==> src/rtl/ir_nec_pkg.sv <==
// ir_nec_pkg: constants and types shared by the NEC IR transmit path (and the
// receive path). Holds the FSM state enum, segment lengths in NEC units, the
// default timing parameters and two small helpers used by the transmitter FSM.
package ir_nec_pkg;

    typedef enum logic [2:0] {
        IDLE       = 3'd0,
        LEAD_MARK  = 3'd1,
        LEAD_SPACE = 3'd2,
        REP_SPACE  = 3'd3,
        BIT_MARK   = 3'd4,
        BIT_SPACE  = 3'd5,
        STOP_MARK  = 3'd6
    } ir_nec_state_e;

    // Segment lengths in NEC units (1 unit = 562.5 us).
    localparam int LEAD_MARK_U  = 16;
    localparam int LEAD_SPACE_U = 8;
    localparam int REP_SPACE_U  = 4;
    localparam int BIT_MARK_U   = 1;
    localparam int ZERO_SPACE_U = 1;
    localparam int ONE_SPACE_U  = 3;
    localparam int STOP_U       = 1;

    // Default timing for a 50 MHz clock.
    localparam int DEF_UNIT_CYCLES    = 28125;
    localparam int DEF_CARRIER_PERIOD = 1316;
    localparam int DEF_CARRIER_HIGH   = 439;

    // Length in units of the segment emitted in state st; bit_val is the
    // payload bit currently being sent (only matters in BIT_SPACE).
    function automatic logic [4:0] seg_units(ir_nec_state_e st, logic bit_val);
        logic [4:0] u;
        u = 5'd1;
        case (st)
            LEAD_MARK:  u = 5'(LEAD_MARK_U);
            LEAD_SPACE: u = 5'(LEAD_SPACE_U);
            REP_SPACE:  u = 5'(REP_SPACE_U);
            BIT_MARK:   u = 5'(BIT_MARK_U);
            BIT_SPACE:  u = bit_val ? 5'(ONE_SPACE_U) : 5'(ZERO_SPACE_U);
            STOP_MARK:  u = 5'(STOP_U);
            default:    u = 5'd1;
        endcase
        return u;
    endfunction

    function automatic logic is_mark(ir_nec_state_e st);
        return (st == LEAD_MARK) || (st == BIT_MARK) || (st == STOP_MARK);
    endfunction

endpackage

==> src/rtl/ir_carrier_gen.sv <==
// ir_carrier_gen: free-running carrier for IR marks.
// Ports:
//   clk     - system clock
//   res     - synchronous active-high reset (counter to 0)
//   restart - forces the counter to 0 on the next edge (phase 0 at mark start)
//   carrier - high while the phase counter is below CARRIER_HIGH
module ir_carrier_gen #(
    parameter int CARRIER_PERIOD = 1316,
    parameter int CARRIER_HIGH   = 439
) (
    input  logic clk,
    input  logic res,
    input  logic restart,
    output logic carrier
);

    localparam int CW = (CARRIER_PERIOD > 1) ? $clog2(CARRIER_PERIOD) : 1;

    logic [CW-1:0] cnt;

    always_ff @(posedge clk) begin
        if (res || restart) begin
            cnt <= '0;
        end else if (cnt == CW'(CARRIER_PERIOD - 1)) begin
            cnt <= '0;
        end else begin
            cnt <= cnt + 1'b1;
        end
    end

    assign carrier = (cnt < CW'(CARRIER_HIGH));

endmodule

==> src/rtl/ir_nec_transmitter.sv <==
// ir_nec_transmitter: NEC-protocol IR transmitter (full frames and repeat codes).
// Ports:
//   clk, res   - system clock, synchronous active-high reset
//   start      - one-cycle request to send a full 32-bit frame
//   repeatReq  - one-cycle request to send a repeat code
//   code       - payload, LSB sent first, sampled on the accepting edge only
//   busy       - high while a frame is being emitted
//   done       - one-cycle pulse after the final stop mark
//   envelope   - unmodulated mark/space
//   irOut      - envelope gated by the carrier, drives the LED
//   state_dbg  - current FSM state for observation
//
// Handshake: start/repeatReq act as valid strobes and ~busy acts as ready.
// A request is accepted on an edge where busy=0 (start taking priority);
// requests seen while busy=1 are dropped, nothing is queued.
module ir_nec_transmitter
    import ir_nec_pkg::*;
#(
    parameter int UNIT_CYCLES    = DEF_UNIT_CYCLES,
    parameter int CARRIER_PERIOD = DEF_CARRIER_PERIOD,
    parameter int CARRIER_HIGH   = DEF_CARRIER_HIGH
) (
    input  logic          clk,
    input  logic          res,
    input  logic          start,
    input  logic          repeatReq,
    input  logic [31:0]   code,
    output logic          busy,
    output logic          done,
    output logic          envelope,
    output logic          irOut,
    output ir_nec_state_e state_dbg
);

    localparam int UW = (UNIT_CYCLES > 1) ? $clog2(UNIT_CYCLES) : 1;
    localparam logic [UW-1:0] UNIT_LAST = UW'(UNIT_CYCLES - 1);

    ir_nec_state_e state, state_next;
    logic [UW-1:0] unit_cnt;   // clk cycles within the current unit
    logic [4:0]    seg_cnt;    // whole units elapsed in the current segment
    logic [4:0]    bit_idx;
    logic [31:0]   code_sr;    // bit 0 is the bit currently on the air
    logic          rep_flag;
    logic          seg_end;
    logic          restart;
    logic          carrier;

    // Next-state logic. restart realigns the carrier whenever a mark begins,
    // so every mark starts with a full high phase.
    always_comb begin
        state_next = state;
        seg_end    = (unit_cnt == UNIT_LAST) &&
                     (seg_cnt == (seg_units(state, code_sr[0]) - 5'd1));
        case (state)
            IDLE:       if (start || repeatReq) state_next = LEAD_MARK;
            LEAD_MARK:  if (seg_end) state_next = rep_flag ? REP_SPACE : LEAD_SPACE;
            LEAD_SPACE: if (seg_end) state_next = BIT_MARK;
            REP_SPACE:  if (seg_end) state_next = STOP_MARK;
            BIT_MARK:   if (seg_end) state_next = BIT_SPACE;
            BIT_SPACE:  if (seg_end) state_next = (bit_idx == 5'd31) ? STOP_MARK : BIT_MARK;
            STOP_MARK:  if (seg_end) state_next = IDLE;
            default:    state_next = IDLE;
        endcase
        restart = is_mark(state_next) && (state_next != state);
    end

    always_ff @(posedge clk) begin
        if (res) begin
            state    <= IDLE;
            unit_cnt <= '0;
            seg_cnt  <= '0;
            bit_idx  <= '0;
            code_sr  <= '0;
            rep_flag <= 1'b0;
            done     <= 1'b0;
        end else begin
            state <= state_next;
            done  <= (state == STOP_MARK) && seg_end;
            if (state == IDLE) begin
                unit_cnt <= '0;
                seg_cnt  <= '0;
                if (start) begin
                    code_sr  <= code;
                    bit_idx  <= '0;
                    rep_flag <= 1'b0;
                end else if (repeatReq) begin
                    rep_flag <= 1'b1;
                end
            end else begin
                if (unit_cnt == UNIT_LAST) begin
                    unit_cnt <= '0;
                    seg_cnt  <= seg_end ? 5'd0 : seg_cnt + 5'd1;
                end else begin
                    unit_cnt <= unit_cnt + 1'b1;
                end
                if ((state == BIT_SPACE) && seg_end && (bit_idx != 5'd31)) begin
                    bit_idx <= bit_idx + 5'd1;
                    code_sr <= {1'b0, code_sr[31:1]};
                end
            end
        end
    end

    ir_carrier_gen #(
        .CARRIER_PERIOD (CARRIER_PERIOD),
        .CARRIER_HIGH   (CARRIER_HIGH)
    ) u_carrier (
        .clk     (clk),
        .res     (res),
        .restart (restart),
        .carrier (carrier)
    );

    assign busy      = (state != IDLE);
    assign envelope  = is_mark(state);
    assign irOut     = envelope & carrier;
    assign state_dbg = state;

endmodule

==> config.mk <==
export PLATFORM = sky130hd
export DESIGN_NAME = ir_nec_transmitter
export DESIGN_NICKNAME = d
export VERILOG_FILES = /design/src/rtl/ir_nec_pkg.sv /design/src/rtl/ir_carrier_gen.sv /design/src/rtl/ir_nec_transmitter.sv
export SDC_FILE = /design/constraint.sdc
export NUM_CORES = 1
export LEC_CHECK = 0
export BUFFER_PORTS_ARGS = -buffer_cell sky130_fd_sc_hd__clkbuf_2
export CAP_MARGIN = 20
export CORE_MARGIN = 2
export CORE_UTILIZATION = 50
export DETAILED_ROUTE_END_ITERATION = 12
export PLACE_DENSITY = 0.7
export SYNTH_ARGS = -nofsm -noshare
export SYNTH_HDL_FRONTEND = slang
export SYNTH_SLANG_ARGS = --single-unit
export TNS_END_PERCENT = 100
==> constraint.sdc <==
create_clock -name clk -period 4.8 [get_ports clk]
set_input_delay 0.72 -clock clk [delete_from_list [all_inputs] [get_ports clk]]
set_output_delay 0.72 -clock clk [all_outputs]
set_load 0.1 [all_outputs]
---- After elaboration in Yosys (flattened, before gate mapping) ----
Index checks and enable logic that the tools add are counted.
operators by class
  add/subtract/negate cells ............... 5
  $lt $le $gt $ge ......................... 1
  equal/unequal tests ..................... 16
  mux-type cells .......................... 21
  bitwise operators ....................... 1
  reductions and logical operators ........ 20
operator list
  kind                                                                   count
  32-bit 2-to-1 mux                                                      3
  3-bit 2-to-1 mux                                                       7
  3-bit case mux with 7 select lines                                     1
  5-bit 2-to-1 mux                                                       4
  5-bit case mux with 4 select lines                                     1
  15-bit by 1-bit adder with 15-bit output, second input constant        1
  15-bit == test, second input constant                                  1
  3-bit == test, second input constant                                   5
  11-bit by 1-bit adder with 11-bit output, second input constant        1
  11-bit == test, second input constant                                  1
  11-bit by 9-bit < comparator with 1-bit output, second input constant  1
  5-bit by 1-bit adder with 5-bit output, second input constant          2
  3-bit by 1-bit == test with 1-bit output, second input constant        2
  3-bit by 2-bit == test with 1-bit output, second input constant        2
  1-bit logical OR                                                       6
  5-bit == test                                                          1
  5-bit == test, second input constant                                   1
  1-bit logical AND                                                      5
  5-bit inequality test, second input constant                           1
  5-bit by 1-bit subtractor with 5-bit output, second input constant     1
  2-bit 2-to-1 mux                                                       2
  2-bit AND reduction                                                    2
  2-bit nonzero test                                                     2
  2-bit OR reduction                                                     2
  other kinds (7)                                                        9
word-level totals
  bits in registers ....................... 73
  input port bits ......................... 36
  output and inout port bits .............. 7
  word-level logic and storage cells ...... 72

---- Depth between registers and ports, before layout ----
Gate-level depths: netlist of run 1.
  depth in word-level cells ............... 13
  depth in mapped cells ................... 11
  depth with buffers taken out ............ 9

---- Modules after synthesis ----
A second synthesis of run 1 with hierarchy kept.
second synthesis, totals
  cell total of the unflattened synthesis .. 438
  area, all modules ....................... 3756.1 µm²
by module, submodules not included
  module              instances  cells each  area each (µm²)  sequential area each (µm²)
  ir_nec_transmitter  1          377         3235.6           1241.2
  ir_carrier_gen      1          61          520.5            220.2

---- Worst setup path before layout of run 1 ----
OpenSTA, ideal clock, no wires.
  path kind ............................... flip-flop to output port
  start point ............................. register state[2], in the netlist state_dbg[2]
  end point ............................... output irOut
  arrival ................................. 2.845 ns
  data required time ...................... 4.080 ns
  slack ................................... 1.235 ns
  cell stages (with the launch flop) ...... 6
  path through ............................ dfxtp_1 -> buf_2 -> inv_1 -> nor2_1 -> or2_2 -> and3_1
on the way
  cells in the longest elaborated chain, start to end .. 4
  elaborated cells between the ends (all ways) .. 6
  classes of those cells .................. eq/ne (3); bitwise (1); reduce/logical (2)
RTL lines
  item                                                                              line                       text
  start, declared                                                                   ir_nec_transmitter.sv:38   ir_nec_state_e state, state_next;
  start signal, assigned                                                            ir_nec_transmitter.sv:77   state <= state_next;
  3-bit by 1-bit == test with 1-bit output / 3-bit == test (equally long branches)  ir_nec_pkg.sv:48           return (st == LEAD_MARK) || (st == BIT_MARK) || (st == STOP_MARK);
  1-bit logical OR                                                                  ir_nec_pkg.sv:48
  1-bit logical OR *                                                                ir_nec_pkg.sv:48
  named net envelope                                                                ir_nec_transmitter.sv:30   output logic envelope,
  1-bit AND *                                                                       ir_nec_transmitter.sv:116  assign irOut = envelope & carrier;
  end, declared                                                                     ir_nec_transmitter.sv:31   output logic irOut,
The timed path passes the listed nets; every way through them passes the cells marked *.

---- Worst setup path in the final report of run 1 ----
  start point ............................. register state[0], in the netlist state_dbg[0]
  end point ............................... output irOut
on the way
  cells in the longest elaborated chain, start to end .. 4
  elaborated cells between the ends (all ways) .. 6
  classes of those cells .................. eq/ne (3); bitwise (1); reduce/logical (2)
RTL lines
  item                                                                              line
  3-bit by 1-bit == test with 1-bit output / 3-bit == test (equally long branches)  ir_nec_pkg.sv:48
  1-bit logical OR                                                                  ir_nec_pkg.sv:48
  1-bit logical OR *                                                                ir_nec_pkg.sv:48
  1-bit AND *                                                                       ir_nec_transmitter.sv:116
Mark *: on every way between the ends. The rest lies on a longest branch, timed or not.

==> results of run 1 <==
==> state kept, by name, indices dropped and copies added, names as in the netlist <==
signal / count
code_sr: 32
u_carrier.cnt: 11
unit_cnt: 15
done: 1
rep_flag: 1
bit_idx: 5
state_dbg: 3
seg_cnt: 5
==> power by group through the flow <==
stage                     sequential [mW]  clock (mW)  combinational, mW
after global placement              0.670           0              0.222
after floorplan                     0.672           0              0.183
after detailed placement            0.672           0              0.226
after global routing                0.663       0.511              0.248
final                               0.658       0.471              0.227
after CTS                           0.658       0.487              0.228
==> path summary, 6_finish.rpt <==
check,from,endpoint,slack (ns),cells after the start
setup / recovery,state_dbg[0],irOut,1.91,4
hold / removal,u_carrier.cnt[0],u_carrier.cnt[0],0.45,1
setup reg to reg,state_dbg[2],code_sr[16],2.00,10
hold reg to reg,u_carrier.cnt[0],u_carrier.cnt[0],0.45,1
==> cell usage in the layout, fill, tap and decap left out, drive strengths merged, types with 5 or more instances in the layout <==
cell     n
a211oi  31
a21oi    9
and3     6
buf      5
clkbuf  51
dfxtp   73
ha       7
inv     11
mux2i   34
nand2   15
nand3   16
nand4   10
nor2    47
nor3    33
o21ai    9
xnor2   13
xor2    16
==> area by class of cell <==
| class | instances | area share (%) |
|---|---|---|
| Multi-Input combinational cell | 279 | 49.2 |
| Timing Repair Buffer | 47 | 6.03 |
| Inverter | 11 | 1.01 |
| Clock buffer | 9 | 3.04 |
| Clock inverter | 7 | 1.75 |
| Tap cell | 99 | 3.04 |
| Sequential cell | 73 | 35.9 |
==> per-stage QoR <==
stage	std cells	hold WS, ns	power, mW	instance area, um2
2_1_floorplan	387	0.413	0.854	3680
3_3_place_gp	508	0.421	0.892	3870
3_5_place_dp	508	0.433	0.898	3870
4_1_cts	524	0.444	1.37	4070
5_1_grt	525	0.472	1.42	4070
6_report	525	0.446	1.36	4070
==> worst register-to-register path, cell delays in order, from the launching register on <==
cell and delay, ns:
dfxtp_1 0.58, o21bai_1 0.24, inv_1 0.08, ha_1 0.24
xnor2_1 0.18, a41oi_1 0.06, a31oi_1 0.29, nand4_1 0.26
nand2b_1 0.15, buf_4 0.41, a211oi_1 0.17
==> metal layers <==
layer  GRT usage, %  part of all wire (%)  vias up
li1               -                     -     1446
met1           22.3                    47     1306
met2           28.9                    46       44
met3           5.11                   4.5       13
met4           9.10                   1.8        0
met5              0                     0        -
==> cell families (layout without fill, tap and decap cells) <==
kind of cell | count (synthesis) | in the layout | share of synthesized area [%]
AOI/OAI and AO/OA | 56 | 56 | 13.7
xor gates and xnor gates | 29 | 29 | 6.91
adders and majority gates | 7 | 7 | 2.38
buffers and inverters | 35 | 74 | 5.92
DFF | 73 | 73 | 39.7
muxes | 34 | 34 | 9.25
and+or+nand+nor | 153 | 153 | 22.1
==> metrics.log, run 1 <==
[metrics] max-cap viol count: 0
[metrics] fraction of post-synthesis cell area in the top cell type by area: about two fifths
[metrics] ant diodes: 0
[metrics] post-synth top area cell: dfxtp_1
[metrics] final hold violation count: 0
[metrics] CTS H-tree lvls: 3
[metrics] dominant cell by count in the synthesized netlist: dfxtp_1
[metrics] CP max stage cell: dfxtp_1
[metrics] starting density of the core: between 50 and 60%
[metrics] buffer depth of the longest clock path: 2
[metrics] HP Class: reg -> reg
[metrics] Static Leak: about 1.6 nW
[metrics] net switching power: 391 uW
[metrics] data required time at the worst endpoint: 4.08 ns
[metrics] all-layer global routing usage: between 15 and 20%
[metrics] later-pin clock latency in the skew report: around 0.36 ns
[metrics] drt pass-1 iters: 5
[metrics] Worst Setup Slack, final: between 1.5 and 2 ns
[metrics] Finished Core Util: 56.7%
[metrics] detailed-route wire length per cell: 13.0 um
[metrics] count of hold-fix buffers inserted at cts: 0
[metrics] Core Rows: 31
[metrics] internal cell power: around 960 uW
[metrics] clock buffers created by TritonCTS: 9
[metrics] setup total negative slack: 0 ns
[metrics] area used by multi-input combinational logic: around 0.002 mm2
[metrics] Cells after Synth: ~390
[metrics] HPWL after detailed placement: 4580 um
[metrics] RSZ-0062 raised after global routing: false
[metrics] final period utilization: around 60%
[metrics] Least-Margin Pin Slew: between 0.7 and 0.8 ns
[metrics] shortest period the worst path allows: slightly below 3 ns
[metrics] area delta synth->final: 10.7%
[metrics] register share of total power: 48.5%
[metrics] power density over cell area: roughly 330 mW/mm2
[metrics] crit path DAT: about 2.2 ns
[metrics] synth unique cells: 43
[metrics] number of flops mapped to enable cells by yosys: 0
[metrics] via-per-instance ratio: approximately 5.4
[metrics] switching part of the total: between 20 and 30%
[metrics] first-pass GRT wire length: ~12000 um
[metrics] total wirelength of the detailed-routed design: 6850 um
[metrics] slowest cell delay on critical path: between 0.6 and 0.7 ns
[metrics] worst slack, placed: approximately 1.6 ns
[metrics] number of nets produced by synthesis: between 400 and 500
[metrics] buffer count from post-CTS setup fixing: 0
[metrics] status: completed
[metrics] endpoint kind of the worst setup timing path: output pin
[metrics] share of flip-flops with an asynchronous set or reset: 0%
[metrics] number of failing setup endpoints in the final timing report: 0
[metrics] worst vdd ir: approximately 0.00019 V
[metrics] number of vias after detailed routing: 2809
[metrics] Synth top cells by count: dfxtp_1, nor2_1, mux2i_1
[metrics] Clock Tree Root: clkbuf_8
[metrics] count of buffer and inverter cells on the critical path: 1
[metrics] port buffer count: 42
[metrics] CTS clock-pin slew for the worst setup and hold paths: 0.08 ns
[metrics] Worst path top cell family by delay: simple AND/OR/NAND/NOR gates
[metrics] fraction of final layout cells sized beyond drive strength 1: between 20% and 30%
[metrics] total of cells resized after clock tree synthesis: 0
[metrics] CTS tree: built
[metrics] Max-slew headroom: 50.6%
[metrics] register bit count reported by yosys: 73
[metrics] initial antenna violation count: 0
[metrics] maximum frequency from static timing analysis: ~350 MHz
[metrics] ANT nets after route: 0
[metrics] total count of max-transition violations in the final report: 0
[metrics] Core Region: between 0.007 and 0.008 mm2
[metrics] routability congestion estimate: 0.817
[metrics] Setup Crit Path Kind: reg -> out
[metrics] maximum number of pins on one net before global-route repair: 41
[metrics] combinational share of power: 16.7%
[metrics] series of cell instances along the critical path: nor3b_1 > or2_2 > and3_1 > clkbuf_2
[metrics] part of the total power dissipated in the clock network: 34.8%
[metrics] post-detailed-route DRC marker count: 0
[metrics] DR iter-0 viols: 94
[metrics] Synth Area per Inst: between 9 and 10 um2
[metrics] y dimension of the die: roughly 90 um
[metrics] Critical Path Start Type: register
[metrics] number of warnings issued by yosys: 0
[metrics] number of global-route vias before repair: between 2000 and 3000
[metrics] fill cell instance count of the final layout: ~630
[metrics] GR Overflow Total: 0
[metrics] # IOs: 43
[metrics] flip-flop cell with the highest count after synthesis: dfxtp_1
[metrics] Layout Skew: around 0.013 ns
[metrics] floorplan die area: 0.00806 mm2
[metrics] Cell Area, Synth: approximately 0.0037 mm2
[metrics] number of nets in the layout: around 460
[metrics] area taken by flip-flops and latches: around 0.0015 mm2
[metrics] Num Clock Sinks: 73
[metrics] portion of the post-synthesis area used by sequential elements: between 30% and 40%
[metrics] die boundary width: around 90 um
[metrics] worst-path fanout max: 16
[metrics] cell types with the largest area share after synthesis: dfxtp_1, mux2i_1, a211oi_2, nor2_1, nor3_1
(Power assumes the default switching activity.)
==> run 2, diff against run 1 <==
==> constraint.sdc (replaced) <==
create_clock -name clk -period 3 [get_ports clk]
set_input_delay 0.45 -clock clk [delete_from_list [all_inputs] [get_ports clk]]
set_output_delay 0.45 -clock clk [all_outputs]
set_load 0.1 [all_outputs]
==> run 2 against run 1 <==
Effect of this change:
- hold slack lost 0.11 ns
- sequential share of layout area shrank 0.59 points
- global-route usage decreased by 0.24 points
- worst setup slack worse by 1.6 ns
- die area stayed put
- sequential power is 60% higher
- clock-buffer cell count rose by 3
- via count up 0.21%
- flip-flop and latch count did not move
- design area grew 1.8%
- critical path type unchanged
- highest routed layer unchanged
==> metrics.log, run 2 (synthesis results as in run 1) <==
[metrics] status: completed
[metrics] area used by multi-input combinational logic: 0.00200 mm2
[metrics] maximum frequency from static timing analysis: approximately 380 MHz
[metrics] Num Clock Sinks: 73
[metrics] later-pin clock latency in the skew report: about 0.34 ns
[metrics] most common cell after layout, fill and taps aside: dfxtp_1
[metrics] Clock Tree Root: clkbuf_8
[metrics] shortest period the worst path allows: between 2 and 3 ns
[metrics] port buffer count: 42
[metrics] floorplan die area: a little over 0.008 mm2
[metrics] buffer depth of the longest clock path: 2
[metrics] post-detailed-route DRC marker count: 0
[metrics] hold path start: code[31]
[metrics] data required time at the worst endpoint: between 2 and 3 ns
[metrics] detailed-route wire length per cell: ~13 um
[metrics] total of cells resized after clock tree synthesis: 0
[metrics] area delta synth->final: 12.6%
[metrics] first-pass GRT wire length: around 12000 um
[metrics] Hold Crit Depth: 3
[metrics] total count of max-transition violations in the final report: 0
[metrics] number of failing setup endpoints in the final timing report: 0
[metrics] capture instance of the worst register-to-register path: code_sr[21]
[metrics] register bank with the most flops: code_sr
[metrics] area taken by flip-flops and latches: 0.00146 mm2
[metrics] buffer count from post-CTS setup fixing: 0
[metrics] Crit Reg-Reg Startpoint: state_dbg[0]
[metrics] initial antenna violation count: 0
[metrics] all-layer global routing usage: about 18%
[metrics] final hold violation count: 0
[metrics] endpoint kind of the worst setup timing path: output pin
[metrics] CTS clock-pin slew for the worst setup and hold paths: 0.08 ns
[metrics] setup total negative slack: 0 ns
[metrics] maximum number of pins on one net before global-route repair: 40
[metrics] CTS tree: built
[metrics] via-per-instance ratio: roughly 5.3
[metrics] flip-flop count of the largest register, all copies and words added: 32
[metrics] biggest regs: code_sr: 32 flops, unit_cnt: 15 flops, u_carrier.cnt: 11 flops
[metrics] clock buffers created by TritonCTS: 9
[metrics] fraction of final layout cells sized beyond drive strength 1: between 20% and 30%
[metrics] HP Class: in -> reg
[metrics] starting density of the core: between 50% and 60%
[metrics] GR Overflow Total: 0
[metrics] power density over cell area: between 500 and 600 mW/mm2
[metrics] commonest cells after routing, fill and taps aside: dfxtp_1, nor2_1, clkbuf_2
[metrics] R2R cell count: 8
[metrics] Core Rows: 31
[metrics] final period utilization: around 90%
[metrics] Static Leak: around 1.6 nW
[metrics] DR iter-0 viols: 103
[metrics] y dimension of the die: about 90 um
[metrics] fill cell instance count of the final layout: 627
[metrics] drt pass-1 iters: 4
[metrics] total wirelength of the detailed-routed design: between 7000 and 8000 um
[metrics] Layout Skew: 0.0102 ns
[metrics] number of vias after detailed routing: between 2000 and 3000
[metrics] number of global-route vias before repair: 2702
[metrics] number of nets in the layout: roughly 470
[metrics] ant diodes: 0
[metrics] count of hold-fix buffers inserted at cts: 0
[metrics] routability congestion estimate: around 0.81
[metrics] Least-Margin Pin Slew: around 0.64 ns
[metrics] CTS H-tree lvls: 3
[metrics] hold path endpoint: code_sr[31]
[metrics] Hold WS: 0.335 ns
[metrics] Core Region: 0.00718 mm2
[metrics] RSZ-0062 raised after global routing: false
[metrics] HPWL after detailed placement: 4620 um
[metrics] worst vdd ir: around 0.00042 V
[metrics] Max-slew headroom: between 50% and 60%
[metrics] die boundary width: ~90 um
[metrics] Critical Path Start Type: register
[metrics] worst-path fanout max: 16
[metrics] ANT nets after route: 0
[metrics] register-to-register setup slack: 0.39 ns
[metrics] crit path DAT: 2.19 ns
[metrics] Setup Crit Path Kind: reg -> out
[metrics] # IOs: 43
[metrics] max-cap viol count: 0
run 2: changes by cell type in the layout (fill, tap and decap cells not counted), moves of 2 or more:
cell	previous run	this run
buf_12	0	2
clkbuf_1	0	2
clkinv_2	2	0
clkinvlp_4	3	1
run 2: per-stage QoR:
stage | power (mW) | instances | utilization [%] | instance area [um2] | worst slack, ns
after floorplan | 1.37 | 387 | - | 3680 | 0.0414
after global placement | 1.44 | 511 | 54.6 | 3920 | 0.537
after detailed placement | 1.45 | 511 | 54.6 | 3920 | 0.405
after CTS | 2.30 | 527 | 57.7 | 4140 | 0.335
after global routing | 2.38 | 527 | 57.7 | 4140 | 0.126
final | 2.28 | 527 | 57.7 | 4140 | 0.363
run 2: worst max path at each step:
| stage | startpoint | to | slack [ns] | depth (start not counted) |
|---|---|---|---|---|
| after global placement | state_dbg[0] | code_sr[21] | 0.54 | 9 |
| after CTS | state_dbg[0] | irOut | 0.33 | 4 |
| after global routing | state_dbg[0] | code_sr[19] | 0.13 | 9 |
| after detailed placement | state_dbg[0] | code_sr[21] | 0.41 | 8 |
| final | state_dbg[0] | irOut | 0.36 | 4 |
| after floorplan | state_dbg[0] | u_carrier.cnt[2] | 0.04 | 10 |
run 2: where the power goes:
group	switching [mW]	internal, mW	total (mW)
Combinational	0.222	0.150	0.371
Sequential	0.0337	1.02	1.05
Clock	0.362	0.494	0.856
run 2: worst max-delay path, cell delays in order (launching register included):
cell and delay, ns:
dfxtp_1 0.64, nor3b_1 0.42, or2_2 0.19, and3_2 0.15, clkbuf_2 0.44
run 2: cell type report:
type / instances / area share [%]
Multi-Input combinational cell: 279 / 48.4
Clock inverter: 4 / 1.84
Sequential cell: 73 / 35.3
Timing Repair Buffer: 49 / 6.95
Tap cell: 99 / 2.99
Clock buffer: 12 / 3.50
Inverter: 11 / 0.997
run 2: per-layer routing:
metal | GRT usage, % | up-vias | part of all wire, %
met5 | 0 | - | 0
met4 | 5.38 | 0 | 1.2
met3 | 4.53 | 8 | 3.5
met2 | 29.2 | 41 | 46
met1 | 23.2 | 1315 | 50
li1 | - | 1451 | -
